--- src/rtl/rf_wb_arbiter_pkg.sv ---
// Shared CPU constants for the writeback path: register address width, data
// width, the PC register index and the writeback requester ids.
package cpu_pkg;

  localparam int          REG_AW = 4;
  localparam int          DATA_W = 32;
  localparam logic [3:0]  PC_REG = 4'hF;

  typedef enum logic {
    WB_ALU  = 1'b0,
    WB_LOAD = 1'b1
  } wb_id_e;

  function automatic logic is_pc_addr(input logic [REG_AW-1:0] addr);
    return addr == PC_REG;
  endfunction

endpackage

--- src/rtl/rf_wb_arbiter_if.sv ---
// Writeback bus between the two requesters, the register-file write port and
// the PC-update path.
interface rf_wb_arbiter_if #(
  parameter int DW = cpu_pkg::DATA_W,
  parameter int AW = cpu_pkg::REG_AW
);

  logic          req0_valid;
  logic          req0_ready;
  logic [AW-1:0] req0_addr;
  logic [DW-1:0] req0_data;
  logic          req1_valid;
  logic          req1_ready;
  logic [AW-1:0] req1_addr;
  logic [DW-1:0] req1_data;
  logic          stall;
  logic          rf_we;
  logic [AW-1:0] rf_wa;
  logic [DW-1:0] rf_wd;
  logic          pc_we;
  logic [DW-1:0] pc_wd;
  logic          busy;

  modport master (
    output req0_valid, req0_addr, req0_data,
    output req1_valid, req1_addr, req1_data,
    output stall,
    input  req0_ready, req1_ready,
    input  rf_we, rf_wa, rf_wd, pc_we, pc_wd, busy
  );

  modport slave (
    input  req0_valid, req0_addr, req0_data,
    input  req1_valid, req1_addr, req1_data,
    input  stall,
    output req0_ready, req1_ready,
    output rf_we, rf_wa, rf_wd, pc_we, pc_wd, busy
  );

endinterface

--- src/rtl/rf_wb_arbiter_wb_hold_slot.sv ---
// One-entry writeback holding register. A grant frees the slot in the same
// cycle, so a new request can be taken while the old one is being written.
module wb_hold_slot #(
  parameter int DW = cpu_pkg::DATA_W,
  parameter int AW = cpu_pkg::REG_AW
) (
  input  logic          clk,
  input  logic          rst_n,
  input  logic          in_valid,
  input  logic [AW-1:0] in_addr,
  input  logic [DW-1:0] in_data,
  input  logic          grant,
  output logic          ready,
  output logic          accept,
  output logic          valid,
  output logic [AW-1:0] addr,
  output logic [DW-1:0] data
);

  assign ready  = ~valid | grant;
  assign accept = in_valid & ready;

  always_ff @(posedge clk or negedge rst_n) begin
    if (!rst_n) begin
      valid <= 1'b0;
    end else if (accept) begin
      valid <= 1'b1;
    end else if (grant) begin
      valid <= 1'b0;
    end
  end

  // Payload is qualified by valid, so it carries no reset.
  always_ff @(posedge clk) begin
    if (accept) begin
      addr <= in_addr;
      data <= in_data;
    end
  end

endmodule

--- src/rtl/rf_wb_arbiter.sv ---
// Writeback arbiter: two holding slots share the single register-file write
// port, oldest-first with a round-robin tiebreak; r15 writes go to the PC.
module rf_wb_arbiter
  import cpu_pkg::*;
#(
  parameter int            DW      = DATA_W,
  parameter int            AW      = REG_AW,
  parameter logic [AW-1:0] PC_ADDR = PC_REG
) (
  input logic            clk,
  input logic            rst_n,
  rf_wb_arbiter_if.slave bus
);

  logic          v0, v1;
  logic          acc0, acc1;
  logic          g0, g1;
  logic [AW-1:0] a0, a1;
  logic [DW-1:0] d0, d1;

  logic          age_v;
  logic          age_id;
  logic          rr_ptr;
  logic          tie_grant;
  logic          sel;

  logic          g_any;
  logic [AW-1:0] g_addr;
  logic [DW-1:0] g_data;
  logic          g_to_pc;

  logic          rf_we_q, pc_we_q;
  logic [AW-1:0] rf_wa_q;
  logic [DW-1:0] rf_wd_q, pc_wd_q;

  logic          nv0, nv1;

  wb_hold_slot #(.DW(DW), .AW(AW)) u_slot0 (
    .clk      (clk),
    .rst_n    (rst_n),
    .in_valid (bus.req0_valid),
    .in_addr  (bus.req0_addr),
    .in_data  (bus.req0_data),
    .grant    (g0),
    .ready    (bus.req0_ready),
    .accept   (acc0),
    .valid    (v0),
    .addr     (a0),
    .data     (d0)
  );

  wb_hold_slot #(.DW(DW), .AW(AW)) u_slot1 (
    .clk      (clk),
    .rst_n    (rst_n),
    .in_valid (bus.req1_valid),
    .in_addr  (bus.req1_addr),
    .in_data  (bus.req1_data),
    .grant    (g1),
    .ready    (bus.req1_ready),
    .accept   (acc1),
    .valid    (v1),
    .addr     (a1),
    .data     (d1)
  );

  // Grant: a lone entry wins; otherwise the older, or ~rr_ptr on a same-edge tie.
  always_comb begin
    g0        = 1'b0;
    g1        = 1'b0;
    tie_grant = 1'b0;
    sel       = WB_ALU;
    if (!bus.stall) begin
      if (v0 && !v1) begin
        g0 = 1'b1;
      end else if (v1 && !v0) begin
        g1 = 1'b1;
      end else if (v0 && v1) begin
        if (age_v) begin
          sel = age_id;
        end else begin
          sel       = ~rr_ptr;
          tie_grant = 1'b1;
        end
        g0 = (sel == WB_ALU);
        g1 = (sel == WB_LOAD);
      end
    end
  end

  assign nv0 = acc0 | (v0 & ~g0);
  assign nv1 = acc1 | (v1 & ~g1);

  // Age tracks which slot was captured first; a freshly accepted entry is always youngest.
  always_ff @(posedge clk or negedge rst_n) begin
    if (!rst_n) begin
      age_v  <= 1'b0;
      age_id <= 1'b0;
      rr_ptr <= 1'b0;
    end else begin
      if (tie_grant) rr_ptr <= g1;
      if (nv0 && nv1) begin
        if (acc0 && acc1) begin
          age_v  <= 1'b0;
          age_id <= 1'b0;
        end else if (acc0) begin
          age_v  <= 1'b1;
          age_id <= WB_LOAD;
        end else if (acc1) begin
          age_v  <= 1'b1;
          age_id <= WB_ALU;
        end
      end else begin
        age_v  <= 1'b0;
        age_id <= 1'b0;
      end
    end
  end

  assign g_any   = g0 | g1;
  assign g_addr  = g1 ? a1 : a0;
  assign g_data  = g1 ? d1 : d0;
  assign g_to_pc = (g_addr == PC_ADDR);

  // Output stage: one registered write per cycle, r15 steered to the PC path.
  always_ff @(posedge clk or negedge rst_n) begin
    if (!rst_n) begin
      rf_we_q <= 1'b0;
      pc_we_q <= 1'b0;
      rf_wa_q <= '0;
      rf_wd_q <= '0;
      pc_wd_q <= '0;
    end else begin
      rf_we_q <= g_any & ~g_to_pc;
      pc_we_q <= g_any & g_to_pc;
      if (g_any && !g_to_pc) begin
        rf_wa_q <= g_addr;
        rf_wd_q <= g_data;
      end
      if (g_any && g_to_pc) begin
        pc_wd_q <= g_data;
      end
    end
  end

  assign bus.rf_we = rf_we_q;
  assign bus.rf_wa = rf_wa_q;
  assign bus.rf_wd = rf_wd_q;
  assign bus.pc_we = pc_we_q;
  assign bus.pc_wd = pc_wd_q;
  assign bus.busy  = v0 | v1;

endmodule

--- src/flat_wrapper.sv ---
// flat-port wrapper written by rule: the top's interface ports become plain ports
module rf_wb_arbiter_flat import cpu_pkg::*;
#(
  parameter int            DW      = DATA_W,
  parameter int            AW      = REG_AW,
  parameter logic [AW-1:0] PC_ADDR = PC_REG
)
  (clk, rst_n, bus_req0_valid, bus_req0_addr, bus_req0_data, bus_req1_valid, bus_req1_addr, bus_req1_data, bus_stall, bus_req0_ready, bus_req1_ready, bus_rf_we, bus_rf_wa, bus_rf_wd, bus_pc_we, bus_pc_wd, bus_busy);
  rf_wb_arbiter_if #(.DW(DW), .AW(AW)) bus_i ();
  input logic clk;
  input logic rst_n;
  input wire logic [$bits(bus_i.req0_valid)-1:0] bus_req0_valid;
  input wire logic [$bits(bus_i.req0_addr)-1:0] bus_req0_addr;
  input wire logic [$bits(bus_i.req0_data)-1:0] bus_req0_data;
  input wire logic [$bits(bus_i.req1_valid)-1:0] bus_req1_valid;
  input wire logic [$bits(bus_i.req1_addr)-1:0] bus_req1_addr;
  input wire logic [$bits(bus_i.req1_data)-1:0] bus_req1_data;
  input wire logic [$bits(bus_i.stall)-1:0] bus_stall;
  output wire logic [$bits(bus_i.req0_ready)-1:0] bus_req0_ready;
  output wire logic [$bits(bus_i.req1_ready)-1:0] bus_req1_ready;
  output wire logic [$bits(bus_i.rf_we)-1:0] bus_rf_we;
  output wire logic [$bits(bus_i.rf_wa)-1:0] bus_rf_wa;
  output wire logic [$bits(bus_i.rf_wd)-1:0] bus_rf_wd;
  output wire logic [$bits(bus_i.pc_we)-1:0] bus_pc_we;
  output wire logic [$bits(bus_i.pc_wd)-1:0] bus_pc_wd;
  output wire logic [$bits(bus_i.busy)-1:0] bus_busy;
  assign bus_i.req0_valid = bus_req0_valid;
  assign bus_i.req0_addr = bus_req0_addr;
  assign bus_i.req0_data = bus_req0_data;
  assign bus_i.req1_valid = bus_req1_valid;
  assign bus_i.req1_addr = bus_req1_addr;
  assign bus_i.req1_data = bus_req1_data;
  assign bus_i.stall = bus_stall;
  assign bus_req0_ready = bus_i.req0_ready;
  assign bus_req1_ready = bus_i.req1_ready;
  assign bus_rf_we = bus_i.rf_we;
  assign bus_rf_wa = bus_i.rf_wa;
  assign bus_rf_wd = bus_i.rf_wd;
  assign bus_pc_we = bus_i.pc_we;
  assign bus_pc_wd = bus_i.pc_wd;
  assign bus_busy = bus_i.busy;
  rf_wb_arbiter #(.DW(DW), .AW(AW), .PC_ADDR(PC_ADDR)) u_core (.clk(clk), .rst_n(rst_n), .bus(bus_i));
endmodule
--- config.mk ---
export PLATFORM = sky130hd
export DESIGN_NAME = rf_wb_arbiter_flat
export DESIGN_NICKNAME = d
export VERILOG_FILES = /design/src/rtl/rf_wb_arbiter_pkg.sv /design/src/rtl/rf_wb_arbiter_if.sv /design/src/rtl/rf_wb_arbiter_wb_hold_slot.sv /design/src/rtl/rf_wb_arbiter.sv /design/src/flat_wrapper.sv
export SDC_FILE = /design/constraint.sdc
export NUM_CORES = 1
export LEC_CHECK = 0
export CAP_MARGIN = 20
export CORE_ASPECT_RATIO = 1.4
export CORE_UTILIZATION = 51
export CTS_CLUSTER_DIAMETER = 100
export DETAILED_ROUTE_END_ITERATION = 10
export GPL_TIMING_DRIVEN = 0
export MAX_ROUTING_LAYER = met4
export PLACE_DENSITY = 0.86
export SLEW_MARGIN = 30
export SYNTH_ARGS = -nofsm -noshare
export SYNTH_HDL_FRONTEND = slang
export SYNTH_SLANG_ARGS = --single-unit
export TNS_END_PERCENT = 1
--- constraint.sdc ---
create_clock -name clk -period 6.3 [get_ports clk]
set_clock_uncertainty 0.15 [all_clocks]
set_input_delay 1.26 -clock clk [delete_from_list [all_inputs] [get_ports clk]]
set_output_delay 1.26 -clock clk [all_outputs]
set_load 0.005 [all_outputs]
# == Word level (Yosys, flattened, before mapping) ==
# Cells that the tools add are included.
# op_classes
n_eq_ne,2
muxes,32
n_bitwise,19
reduce_logical,12
# op_table
operator,n
$mux W32,1
$mux W1,30
$logic_and A1 B1 Y1,7
$not A1 Y1,7
$and A1 B1 Y1,6
$or A1 B1 Y1,6
$eq A4 B4 Y1 const B,1
$mux W4,1
$ne A4 B2 Y1 const B,1
$reduce_bool A2 Y1,2
$logic_not A1 Y1,3
# word_totals
reg_bits,147
inputBits,77
output_inout_bits,73
wordCells,79

# == Depth between registers and ports, before layout ==
# logic_depth
depth_word,16
mapped_depth,7
depth_no_buf,5

# == Modules after synthesis ==
# Synthesis repeated with hierarchy kept, for this count alone.
# unflattened
cells_unflattened,297
hier_area_um2,5565.3
# modules_own_cells
module,instances,cells_each,area_per_inst_um2,seq_area_each_um2
rf_wb_arbiter,1,217,3295.7,1826.8
wb_hold_slot,2,40,1134.8,1106.1

# == Least setup slack after synthesis ==
# Ideal clock, no wire load.
# synth_timing
path_kind,input to register
start,input port bus_stall
end,"register u_core.u_slot1.addr[0], enable pin"
arrival_time_ns,3.204
required_ns,5.753
setup_slack_ns,2.549
path_stages,7
path_buffers,2
cell_sequence,nand2b_1 > a31o_4 > buf_2 > buf_2 > and2_1 > inv_1 > and2_1
# synth_via
elab_chain_cells,3
# synth_lines
item,line_no,rtl
from (decl),flat_wrapper.sv:18,input wire logic [$bits(bus_i.stall)-1:0] bus_stall;
$mux W1,rf_wb_arbiter.sv:72,if (!bus.stall) begin
$or A1 B1 Y1,rf_wb_arbiter_wb_hold_slot.sv:20,assign ready = ~valid | grant;
net bus_req1_ready,flat_wrapper.sv:20,output wire logic [$bits(bus_i.req1_ready)-1:0] bus_req1_ready;
$and A1 B1 Y1,rf_wb_arbiter_wb_hold_slot.sv:21,assign accept = in_valid & ready;
net u_core.acc1,rf_wb_arbiter.sv:16,"logic acc0, acc1;"
to (signal assigned),rf_wb_arbiter_wb_hold_slot.sv:36,addr <= in_addr;
to (decl),rf_wb_arbiter_wb_hold_slot.sv:16,"output logic [AW-1:0] addr,"
# The timed path passes the listed nets, and every way through them passes these cells.
# A chain may end at the register's enable or synchronous reset.

# == Worst setup path after layout ==
# layout_timing
start,input port bus_stall
end,output port bus_req1_ready
# layout_via
elab_chain_cells,2
# layout_lines
item,line_no
$mux W1,rf_wb_arbiter.sv:72
$or A1 B1 Y1,rf_wb_arbiter_wb_hold_slot.sv:20
to (decl),flat_wrapper.sv:20
# No other way between the ends.

==> out/summary.txt <==
Status = finished clean
Adder-cell share of the synthesized area = 0%
Largest net degree at the start of global routing = 42
Reg power frac = 41.0%
Avg Cell Area, Syn = 18.8 sq um
Dpl cells = 585
Post-CTS sizing = 0
CP max FO = 10
Setup CP Type = input port to primary output
Top_reg_cell synth = dfrtp_1
Layout cells sized above 1 = 29.4%
Post-CTS Hold Buffers = 0
Synth cell types = 30
Slowest cell on the critical path = clkdlybuf4s50_1
RSZ-0062 raised after global routing = false
Max incr delay on CP = 530 ps
Layout Cells excl Fill = 618
Hold Vio Cnt, Final = 0
Simple-gate portion of the synthesized area = 1.97%
Via/cell ratio = 5.27
CP cell instances = clkdlybuf4s50_1 > nand2b_1 > a31o_4 > buf_2 > buf_2 > and2_1 > inv_1 > clkdlybuf4s50_1
Die X = 90.1 um
Syn-to-layout area delta = 41.8%
Final period util = 79.1%
# IOs = 150
Synth Cell Area = 5540 sq um
Synth top area cells = edfxtp_1 39%, dfrtp_1 34%, mux2_2 17%
Area fraction of the dominant cell type after synthesis = 39.0%
Fmax achieved = 0.201 GHz
ANT cells = 0
Via Count = 3256
First-pass GRT wire length = 20300 um
Vias in the first global route = 3699
Post-layout util = 75.1%
Routed WL = 12900 um
Max clock buf depth = 2
Setup repair bufs after CTS = 0
Clock sinks = 147
Max Cap Viol = 0
Min Tclk post-route = 4990 ps
Overflow after GRT = 0
H-tree depth = 4
NetSw = 965 uW
Clock power share = 26.8%
Int Pwr = 2.70 mW
Post-synthesis mux area share = 21.1%
Cell family with most CP delay = buffers and inverters
Antenna-violating nets left = 0
Detailed placement HPWL = 8860 um
Most frequent cell after synthesis = mux2_2
Clk pin slew, worst setup/hold paths = 60 ps
Total nets after synthesis = 372
Max-slew violation count = 0
Worst vdd ir = 0.000281 V
Largest area contributor in the netlist = edfxtp_1
Headroom to the max-slew limit = 52.5%
Synth top cells by count = 84 x mux2_2, 75 x dfrtp_1, 72 x edfxtp_1
Leakage power = 3.06 nW
Asr flop ratio synth = 51.0%
CTS Buf Count = 17
Wire length per cell = 20.9 um
Synth Area in Compound Gates = 2.19%
Capturing element type of the critical path = primary output
XOR/XNOR Fraction of Synth Area = 0.158%
Worst setup SP type = input port
Initial DRC count = 191
Reg2Reg Setup Slack = 3380 ps
Seq cells post-synth = 147
Final setup fails = 0
Final Net Count = 544
Die area = 11300 sq um
Post-Synthesis Cells = 295
Sum Neg Setup Slack = 0 ps
RePlAce Congestion = 0.825
Buffers and inverters on the worst path = 5
Pwr dens = 467 nW/um^2
DRC = 0
Num rows = 44
CP arrival = 3580 ps
Die Y = 125 um
GRT Overall Usage = 25.2%
IO buf count = 149
Initial antenna violation count = 0
Power share of the combinational group = 32.1%
Worst-Margin Slew = 713 ps
Post-synth EDFFs = 72
CP required = 4890 ps
DRT Pass-1 Iters = 4
Root Buffer = clkbuf_16
Clock latency at the later pin of the worst-skew pair = 410 ps
Largest family of logic cells by synthesized area = multiplexers
Initial Utilization = 53.0%
Post-synthesis sequential area ratio = 72.9%
Worst min-delay path category = flip-flop to flip-flop
Core box area = 10500 sq um
TritonCTS clock tree = built
Synth Warn # = 0
Switching Fraction = 26.3%
==> cell type report <==
| class | instances | area, sq um |
|---|---|---|
| Timing Repair Buffer | 153 | 1560 |
| Sequential cell | 147 | 4040 |
| Tap cell | 138 | 173 |
| Multi-Input combinational cell | 132 | 1410 |
| Fill cell | 650 | 2610 |
| Clock buffer | 24 | 482 |
| Inverter | 4 | 15.0 |
| Clock inverter | 8 | 104 |
| Buffer | 12 | 75.1 |
==> worst register-to-register path, cell delays in order (launching register included) <==
cell	delay (ps)
dfrtp_1	440
or2_1	290
a31o_4	260
buf_2	210
buf_2	240
and2_1	200
inv_1	120
and2_2	430
buf_12	250
==> final timing paths <==
path / from / endpoint / cells after the start
worst max-delay path: bus_stall / bus_req1_ready / 8
worst min-delay path: u_core.bus.rf_wd[28] / u_core.bus.rf_wd[28] / 1
worst max register to register: u_core.age_v / u_core.u_slot1.data[2] / 8
worst min register to register: u_core.bus.rf_wd[28] / u_core.bus.rf_wd[28] / 1
max in group asynchronous: rst_n / u_core.bus.rf_wd[17] / 2
min in group asynchronous: rst_n / u_core.bus.rf_wd[12] / 1
==> per-layer routing <==
| layer | track usage [%] | wire, um | up-vias |
|---|---|---|---|
| met5 | - | 0 | - |
| met4 | 13.1 | 465 | 0 |
| met3 | 5.47 | 537 | 32 |
| met2 | 43.5 | 7010 | 119 |
| met1 | 26.9 | 4890 | 1661 |
| li1 | - | - | 1444 |
==> per-stage QoR <==
step           hold WS [ps]  instance area, sq um  setup WS, ps  power (mW)
2_1_floorplan           306                  5540          2550        1.99
3_3_place_gp            322                  7200          1210        2.62
3_5_place_dp            328                  7260          1330        2.69
4_1_cts                 337                  7850          1330        3.70
5_1_grt                 344                  7860          1180        3.83
6_report                336                  7860          1310        3.67
==> flip-flops by register name, summed over array words and instances (netlist names) <==
register	cells
u_core.rr_ptr	1
u_core.bus.pc_wd	32
u_core.age_id	1
u_core.bus.pc_we	1
u_core.bus.rf_wd	32
u_core.u_slot1.valid	1
u_core.bus.rf_wa	4
u_core.age_v	1
u_core.u_slot0.valid	1
u_core.u_slot0.data	32
u_core.u_slot0.addr	4
u_core.bus.rf_we	1
u_core.u_slot1.addr	4
u_core.u_slot1.data	32
==> cell usage in the layout, fill, tap and decap left out, types with 2 or more instances in the layout <==
cell type,instances
mux2_2,84
buf_12,3
mux2i_1,3
inv_1,3
clkinv_4,3
nand2b_1,6
buf_2,6
nand4_1,2
clkbuf_1,7
clkinv_2,2
nand3b_1,2
clkbuf_16,17
mux2_4,10
mux2_1,4
clkbuf_8,3
edfxtp_1,72
bufinv_16,2
a2bb2oi_1,3
dfrtp_1,75
buf_6,3
buf_4,2
clkdlybuf4s50_1,148
nor2_1,2
==> power groups by stage <==
| stage | combinational (mW) | clock, mW | sequential, mW |
|---|---|---|---|
| finish | 1.18 | 0.985 | 1.51 |
| global placement | 1.12 | 0 | 1.50 |
| detailed placement | 1.18 | 0 | 1.52 |
| CTS | 1.19 | 1.00 | 1.51 |
| floorplan | 0.477 | 0 | 1.51 |
| global route | 1.25 | 1.04 | 1.54 |
==> logic make-up after synthesis <==
family | Yosys count
xor gates and xnor gates | 1
muxes | 101
and+or+nand+nor | 18
buffers and inverters | 16
DFF | 147
AOI/OAI and AO/OA | 12
Note: power is estimated with default switching activity, not from simulation.
